==> src/rtl/param_updown_counter_pkg.sv <==
// Shared definitions for the up/down counter and its prescaler.
package cnt_pkg;
   localparam int PRESCALE_MAX = 256;
   localparam int PRESC_W      = $clog2(PRESCALE_MAX + 1);

   typedef enum logic {
      MODE_WRAP = 1'b0,
      MODE_SAT  = 1'b1
   } mode_e;
endpackage

==> src/rtl/param_updown_counter_if.sv <==
// Control/status bundle between the counter and whatever drives it.
interface param_updown_counter_if #(
   parameter int WIDTH = 4
);
   logic             en;
   logic             up_dn;
   logic             sat_mode;
   logic             load;
   logic [WIDTH-1:0] load_val;
   logic             clr_flag;
   logic [WIDTH-1:0] count;
   logic             tc;
   logic             ovf;

   modport master (
      output en, up_dn, sat_mode, load, load_val, clr_flag,
      input  count, tc, ovf
   );

   modport slave (
      input  en, up_dn, sat_mode, load, load_val, clr_flag,
      output count, tc, ovf
   );
endinterface

==> src/rtl/param_updown_counter_prescaler.sv <==
// Divides enabled cycles by PRESCALE; tick marks the cycle a count step happens.
module tick_prescaler
   import cnt_pkg::*;
#(
   parameter int PRESCALE = 1
) (
   input  logic clk,
   input  logic rst,
   input  logic en,
   input  logic clr,
   output logic tick
);
   localparam logic [PRESC_W-1:0] LAST = PRESC_W'(PRESCALE - 1);

   logic [PRESC_W-1:0] cnt;

   // clr wins over en so a load both restarts the period and never steps
   assign tick = en && !clr && (cnt == LAST);

   always_ff @(posedge clk) begin
      if (rst || clr)
         cnt <= '0;
      else if (en)
         cnt <= tick ? '0 : cnt + PRESC_W'(1);
   end
endmodule

==> src/rtl/param_updown_counter.sv <==
// Prescaled up/down counter with wrap/saturate boundary, terminal-count pulse and sticky overflow.
module param_updown_counter
   import cnt_pkg::*;
#(
   parameter int               WIDTH    = 4,
   parameter logic [WIDTH-1:0] MAX      = '1,
   parameter int               PRESCALE = 1
) (
   input logic clk,
   input logic rst,
   param_updown_counter_if.slave bus
);
   logic             tick;
   logic             boundary;
   logic [WIDTH-1:0] nxt;
   mode_e            mode;

   assign mode = mode_e'(bus.sat_mode);

   tick_prescaler #(.PRESCALE(PRESCALE)) u_presc (
      .clk  (clk),
      .rst  (rst),
      .en   (bus.en),
      .clr  (bus.load),
      .tick (tick)
   );

   always_comb begin
      boundary = 1'b0;
      nxt      = bus.count;
      if (bus.up_dn) begin
         if (bus.count >= MAX) begin
            boundary = 1'b1;
            nxt      = (mode == MODE_SAT) ? MAX : '0;
         end else begin
            nxt = bus.count + WIDTH'(1);
         end
      end else begin
         if (bus.count == '0) begin
            boundary = 1'b1;
            nxt      = (mode == MODE_SAT) ? '0 : MAX;
         end else begin
            nxt = bus.count - WIDTH'(1);
         end
      end
   end

   always_ff @(posedge clk) begin
      if (rst) begin
         bus.count <= '0;
         bus.tc    <= 1'b0;
         bus.ovf   <= 1'b0;
      end else begin
         bus.tc <= 1'b0;
         if (bus.load)
            bus.count <= (bus.load_val > MAX) ? MAX : bus.load_val;
         else if (tick) begin
            bus.count <= nxt;
            bus.tc    <= boundary;
         end
         // a boundary step in the same cycle as clr_flag keeps the flag set
         if (tick && boundary)
            bus.ovf <= 1'b1;
         else if (bus.clr_flag)
            bus.ovf <= 1'b0;
      end
   end
endmodule

==> src/flat_wrapper.sv <==
// flat-port wrapper written by rule: the top's interface ports become plain ports
module param_updown_counter_flat import cnt_pkg::*;
#(
   parameter int               WIDTH    = 4,
   parameter logic [WIDTH-1:0] MAX      = '1,
   parameter int               PRESCALE = 1
)
  (clk, rst, bus_en, bus_up_dn, bus_sat_mode, bus_load, bus_load_val, bus_clr_flag, bus_count, bus_tc, bus_ovf);
  param_updown_counter_if #(.WIDTH(WIDTH)) bus_i ();
  input logic clk;
  input logic rst;
  input wire logic [$bits(bus_i.en)-1:0] bus_en;
  input wire logic [$bits(bus_i.up_dn)-1:0] bus_up_dn;
  input wire logic [$bits(bus_i.sat_mode)-1:0] bus_sat_mode;
  input wire logic [$bits(bus_i.load)-1:0] bus_load;
  input wire logic [$bits(bus_i.load_val)-1:0] bus_load_val;
  input wire logic [$bits(bus_i.clr_flag)-1:0] bus_clr_flag;
  output wire logic [$bits(bus_i.count)-1:0] bus_count;
  output wire logic [$bits(bus_i.tc)-1:0] bus_tc;
  output wire logic [$bits(bus_i.ovf)-1:0] bus_ovf;
  assign bus_i.en = bus_en;
  assign bus_i.up_dn = bus_up_dn;
  assign bus_i.sat_mode = bus_sat_mode;
  assign bus_i.load = bus_load;
  assign bus_i.load_val = bus_load_val;
  assign bus_i.clr_flag = bus_clr_flag;
  assign bus_count = bus_i.count;
  assign bus_tc = bus_i.tc;
  assign bus_ovf = bus_i.ovf;
  param_updown_counter #(.WIDTH(WIDTH), .MAX(MAX), .PRESCALE(PRESCALE)) u_core (.clk(clk), .rst(rst), .bus(bus_i));
endmodule
==> config.mk <==
export PLATFORM = sky130hd
export DESIGN_NAME = param_updown_counter_flat
export DESIGN_NICKNAME = d
export VERILOG_FILES = /design/src/rtl/param_updown_counter_pkg.sv /design/src/rtl/param_updown_counter_if.sv /design/src/rtl/param_updown_counter_prescaler.sv /design/src/rtl/param_updown_counter.sv /design/src/flat_wrapper.sv
export SDC_FILE = /design/constraint.sdc
export NUM_CORES = 1
export LEC_CHECK = 0
export ABC_AREA = 0
export CORE_MARGIN = 8
export CORE_UTILIZATION = 30
export CTS_CLUSTER_SIZE = 30
export DETAILED_ROUTE_END_ITERATION = 8
export PLACE_DENSITY_LB_ADDON = 0.2
export SYNTH_ARGS = -nofsm -noshare
export SYNTH_HDL_FRONTEND = slang
export SYNTH_HIERARCHICAL = 1
export SYNTH_SLANG_ARGS = --single-unit
export TNS_END_PERCENT = 5
==> constraint.sdc <==
create_clock -name clk -period 3.92 [get_ports clk]
set_clock_uncertainty 0.15 [all_clocks]
set_input_delay 0.784 -clock clk [delete_from_list [all_inputs] [get_ports clk]]
set_output_delay 0.784 -clock clk [all_outputs]
set_load 0.03 [all_outputs]
Word level (Yosys, flattened, before mapping)
Index checks and enable logic that the tools add are counted.

storage, ports and cells
  bits in registers = 15
  memory bits (writable) = 0
  memories kept = 0
  ROM bits = 0
  latch bits = 0

operators by class
  shift operators = 0
  muxes and demuxes = 14
  equal/unequal tests = 0
  multiply operators = 0
  add/subtract/negate cells = 3
  $lt $le $gt $ge = 2
  reductions and logical operators = 10
  div/mod/pow operators = 0
  bitwise logic cells = 1

operator list
  cell                 count
  $mux 4               8
  $add 9x1->9 const B  1
  $logic_not 9->1      1
  $mux 9               1
  $mux 1               5
  $add 4x1->4 const B  1
  $ge 4x4->1 const B   1
  $gt 4x4->1 const B   1
  $logic_not 4->1      1
  $reduce_bool 2->1    2
  $sub 4x1->4 const B  1
  $logic_and 1x1->1    3
  $reduce_or 3->1      1
  $logic_not 1->1      1
  $logic_or 1x1->1     1
  $not 1->1            1

Longest topological paths before layout
  depth after elaboration = 5
  gate-level depth with buffers = 6
  mapped depth without buffers = 6

Hierarchy
The synthesis kept the hierarchy.

modules (own cells, without submodules)
  module                area each (µm²)  instances  cells an instance
  param_updown_counter  460.4            1          58
  tick_prescaler        449.2            1          52

Least setup slack after synthesis
OpenSTA, ideal clock, no wires.

  path kind = input to register
  start = input bus_en
  end = register u_core.bus.count[3]
  setup time = 92 ps
  path slack = 1570 ps
  stages on the path = 6
  arrival = 2107 ps
  data required time = 3678 ps
  path buffers = 1
  cells stage by stage = buf_6 -> nor4b_1 -> and4b_2 -> inv_1 -> or3_1 -> o32ai_1

on the way
  cells in the longest elaborated chain, start to end = 3

RTL lines
  element                         line                                  text
  start: declaration              flat_wrapper.sv:12                    input wire logic [$bits(bus_i.en)-1:0] bus_en;
  $logic_and 1x1->1 (2 in a row)  param_updown_counter_prescaler.sv:18  assign tick = en && !clr && (cnt == LAST);
  via u_core.tick                 param_updown_counter.sv:13            logic tick;
  $reduce_bool 2->1 (no line)     -
  end signal: assignment          param_updown_counter.sv:56            bus.count <= (bus.load_val > MAX) ? MAX : bus.load_val;
  end signal: assignment          param_updown_counter.sv:58            bus.count <= nxt;
  end: declaration                param_updown_counter_if.sv:22         output count, tc, ovf

The timed path passes the listed nets, and every way through them passes these cells.
A chain may end at the register's enable or synchronous reset.

Worst setup path after layout
Ends and elaborated chain as after synthesis.

==> impl_metrics.json <==
{
  "status": "complete, no violations",
  "design_area_um2": 1100,
  "cts.sinks": 15,
  "drive_gt1_share_pct": 5.60,
  "drtPass1Iterations": 4,
  "synth-edff-count": 0,
  "post-route-period-util_pct": 71.5,
  "met1_length_mm": 1.02,
  "grt_pass1_vias": 793,
  "start_util_pct": 30.5,
  "place_hpwl_mm": 1.61,
  "yosys_warnings": 6,
  "r2r_cells": 5,
  "setup_viol": 0,
  "rsz0062_at_grt": "no",
  "core_um2": 2980,
  "yosys.cell_count.top_type": "dfxtp_1",
  "synth_common_cells": "dfxtp_1, a21oi_1, nand2_1",
  "cts_tree": "yes",
  "finalSetupTns_ns": 0,
  "cts-buffers-inserted": 3,
  "wl_mm": 2.14,
  "grt_max_degree": 14,
  "critPathKind": "input port to flop",
  "met2_length_um": 978,
  "maxSlewHeadroom_pct": 71.3,
  "cts_buffer_depth": 2,
  "drc": 0,
  "ys_seq_area_share_pct": 33.0,
  "period_minus_slack_ns": 2.80,
  "finalHoldViolCount": 0,
  "max_cap_viol_count": 0,
  "syn2layout_area_growth_pct": 20.9,
  "vias": 855,
  "fp.dieArea_um2": 5050,
  "ys_ff_latch": 15,
  "layout.nets": 141,
  "yosys.area.top_type": "dfxtp_1",
  "critPathRequiredTime_ns": 3.96,
  "maxSlewViolCount": 0,
  "clk_pin_slew_worst_paths_ns": 0.09,
  "synth_ff_type": "dfxtp_1",
  "async_flop_share_pct": 0,
  "root_buffer": "clkbuf_4",
  "synth_area_per_cell_um2": 8.27,
  "r2r_setup_slack_ns": 1.83,
  "first_iter_violations": 51,
  "dpl.cell_count": 154,
  "hold_class": "flop to flop",
  "syn_inst": 110,
  "io_pins": 17,
  "post_dp_cell_area_um2": 1070,
  "final_cells": 158,
  "crit_start": "bus_en",
  "netlist_area_um2": 910,
  "crit_path_start_kind": "input port",
  "num_rows": 20,
  "ctsHoldBuffers": 0,
  "synth_top_cell_area_share_pct": 33.0,
  "htree_levels": 1,
  "hold_start": "u_core/u_presc/cnt[8]$_SDFFE_PP0P_",
  "clk_latency_ns": 0.28,
  "grt-ovfl-total": 0,
  "worstMarginPinSlew_ns": 0.430,
  "hold_path_depth": 2,
  "wl_met3_um": 127,
  "netlist_top_cells_area": "dfxtp_1, a21oi_1, ha_1",
  "peakVddDrop_uv": 124,
  "grt_pass1_wl_mm": 3.57,
  "syn-num-nets": 125,
  "antenna_cells": 0,
  "synth.distinct_cells": 39,
  "max_freq_mhz": 357,
  "final_antenna_net_count": 0,
  "die_h_um": 71.1,
  "wl_per_cell_um": 13.6,
  "vias_per_cell": 5.41,
  "leakage_nw": 0.368,
  "antenna_found_initial": 0,
  "path_max_fanout": 8,
  "power.density_nw_per_um2": 289,
  "cts_setup_buffers": 0,
  "dr.max_layer_used": "met4",
  "fin_util_pct": 36.9,
  "io_buffers": 16,
  "cts_resized": 0,
  "whs_ns": 0.349,
  "die_w_um": 71.1,
  "r2r_start": "u_core/u_presc/cnt[5]$_SDFFE_PP0P_",
  "place_congestion": 0.795,
  "arrival_ns": 2.84,
  "cp-end-kind": "flop",
  "grt_use_total_pct": 8.73
}
## registers in the layout (all words and copies together), names as in the netlist
name,flops
u_core/bus.ovf,1
u_core/u_presc/cnt,9
u_core/bus.count,4
u_core/bus.tc,1
## critical path, cell delays in order
cell and delay [ns]:
clkdlybuf4s50_1 0.61, nor4b_1 0.35, and4b_2 0.38, inv_1 0.07, or3_1 0.41, o32ai_1 0.25
## metal layers
metal	vias to the layer above	global-route usage [%]
met1	396	10.3
met4	0	4.85
met3	2	3.39
met2	11	13.2
met5	-	0
li1	446	-
## metrics by stage
step / worst slack [ns] / power, mW
2_1_floorplan: 1.57 / 0.209
3_3_place_gp: 0.938 / 0.232
3_5_place_dp: 0.861 / 0.232
4_1_cts: 1.15 / 0.322
5_1_grt: 0.982 / 0.336
6_report: 1.12 / 0.318
## cell families (layout without fill, tap and decap cells)
logic type | count (synthesis) | in the layout | synth area share, %
AO/OA/AOI/OAI | 33 | 33 | 22.8
AND/OR/NAND/NOR | 43 | 43 | 27.9
XOR/XNOR | 3 | 3 | 2.89
adder cells (fa/ha/maj) | 4 | 4 | 5.50
flip-flops | 15 | 15 | 33.0
buffers and inverters | 11 | 26 | 6.74
multiplexers | 1 | 1 | 1.10
## final timing paths
check                                                     endpoint
worst max-delay path              u_core/bus.count[3]$_SDFFE_PP0P_
worst min-delay path            u_core/u_presc/cnt[8]$_SDFFE_PP0P_
worst max register to register    u_core/bus.count[3]$_SDFFE_PP0P_
worst min register to register  u_core/u_presc/cnt[8]$_SDFFE_PP0P_
## report_power, final
part	switching [mW]	internal [mW]	total (mW)
clock	0.0513	0.0379	0.0891
sequential	0.00815	0.156	0.164
combinational	0.0323	0.0321	0.0644
## area by class of cell
| class | instances | area [um2] |
|---|---|---|
| Clock buffer | 3 | 22.5 |
| Fill cell | 313 | 1880 |
| Inverter | 6 | 22.5 |
| Tap cell | 33 | 41.3 |
| Timing Repair Buffer | 16 | 160 |
| Multi-Input combinational cell | 84 | 548 |
| Clock inverter | 1 | 5.00 |
| Sequential cell | 15 | 300 |
## placed cells by master (no fill, tap or decap), types with 2 or more instances in the layout
| cell type | netlist | layout |
|---|---|---|
| a221oi_1 | 2 | 2 |
| nand4_1 | 4 | 4 |
| a21oi_1 | 13 | 13 |
| o22ai_1 | 2 | 2 |
| or3_1 | 6 | 6 |
| xor2_1 | 2 | 2 |
| nor2b_1 | 2 | 2 |
| nand2b_1 | 2 | 2 |
| o31ai_1 | 2 | 2 |
| ha_1 | 4 | 4 |
| nor2_1 | 6 | 6 |
| nor3_1 | 2 | 2 |
| nand2_1 | 7 | 7 |
| a31oi_1 | 2 | 2 |
| o21ai_0 | 6 | 6 |
| nor3b_1 | 2 | 2 |
| clkdlybuf4s50_1 | 0 | 16 |
| inv_1 | 6 | 6 |
| dfxtp_1 | 15 | 15 |
| nand3_1 | 4 | 4 |
| clkbuf_4 | 0 | 3 |
No activity file was read; power rests on OpenSTA's default activity.
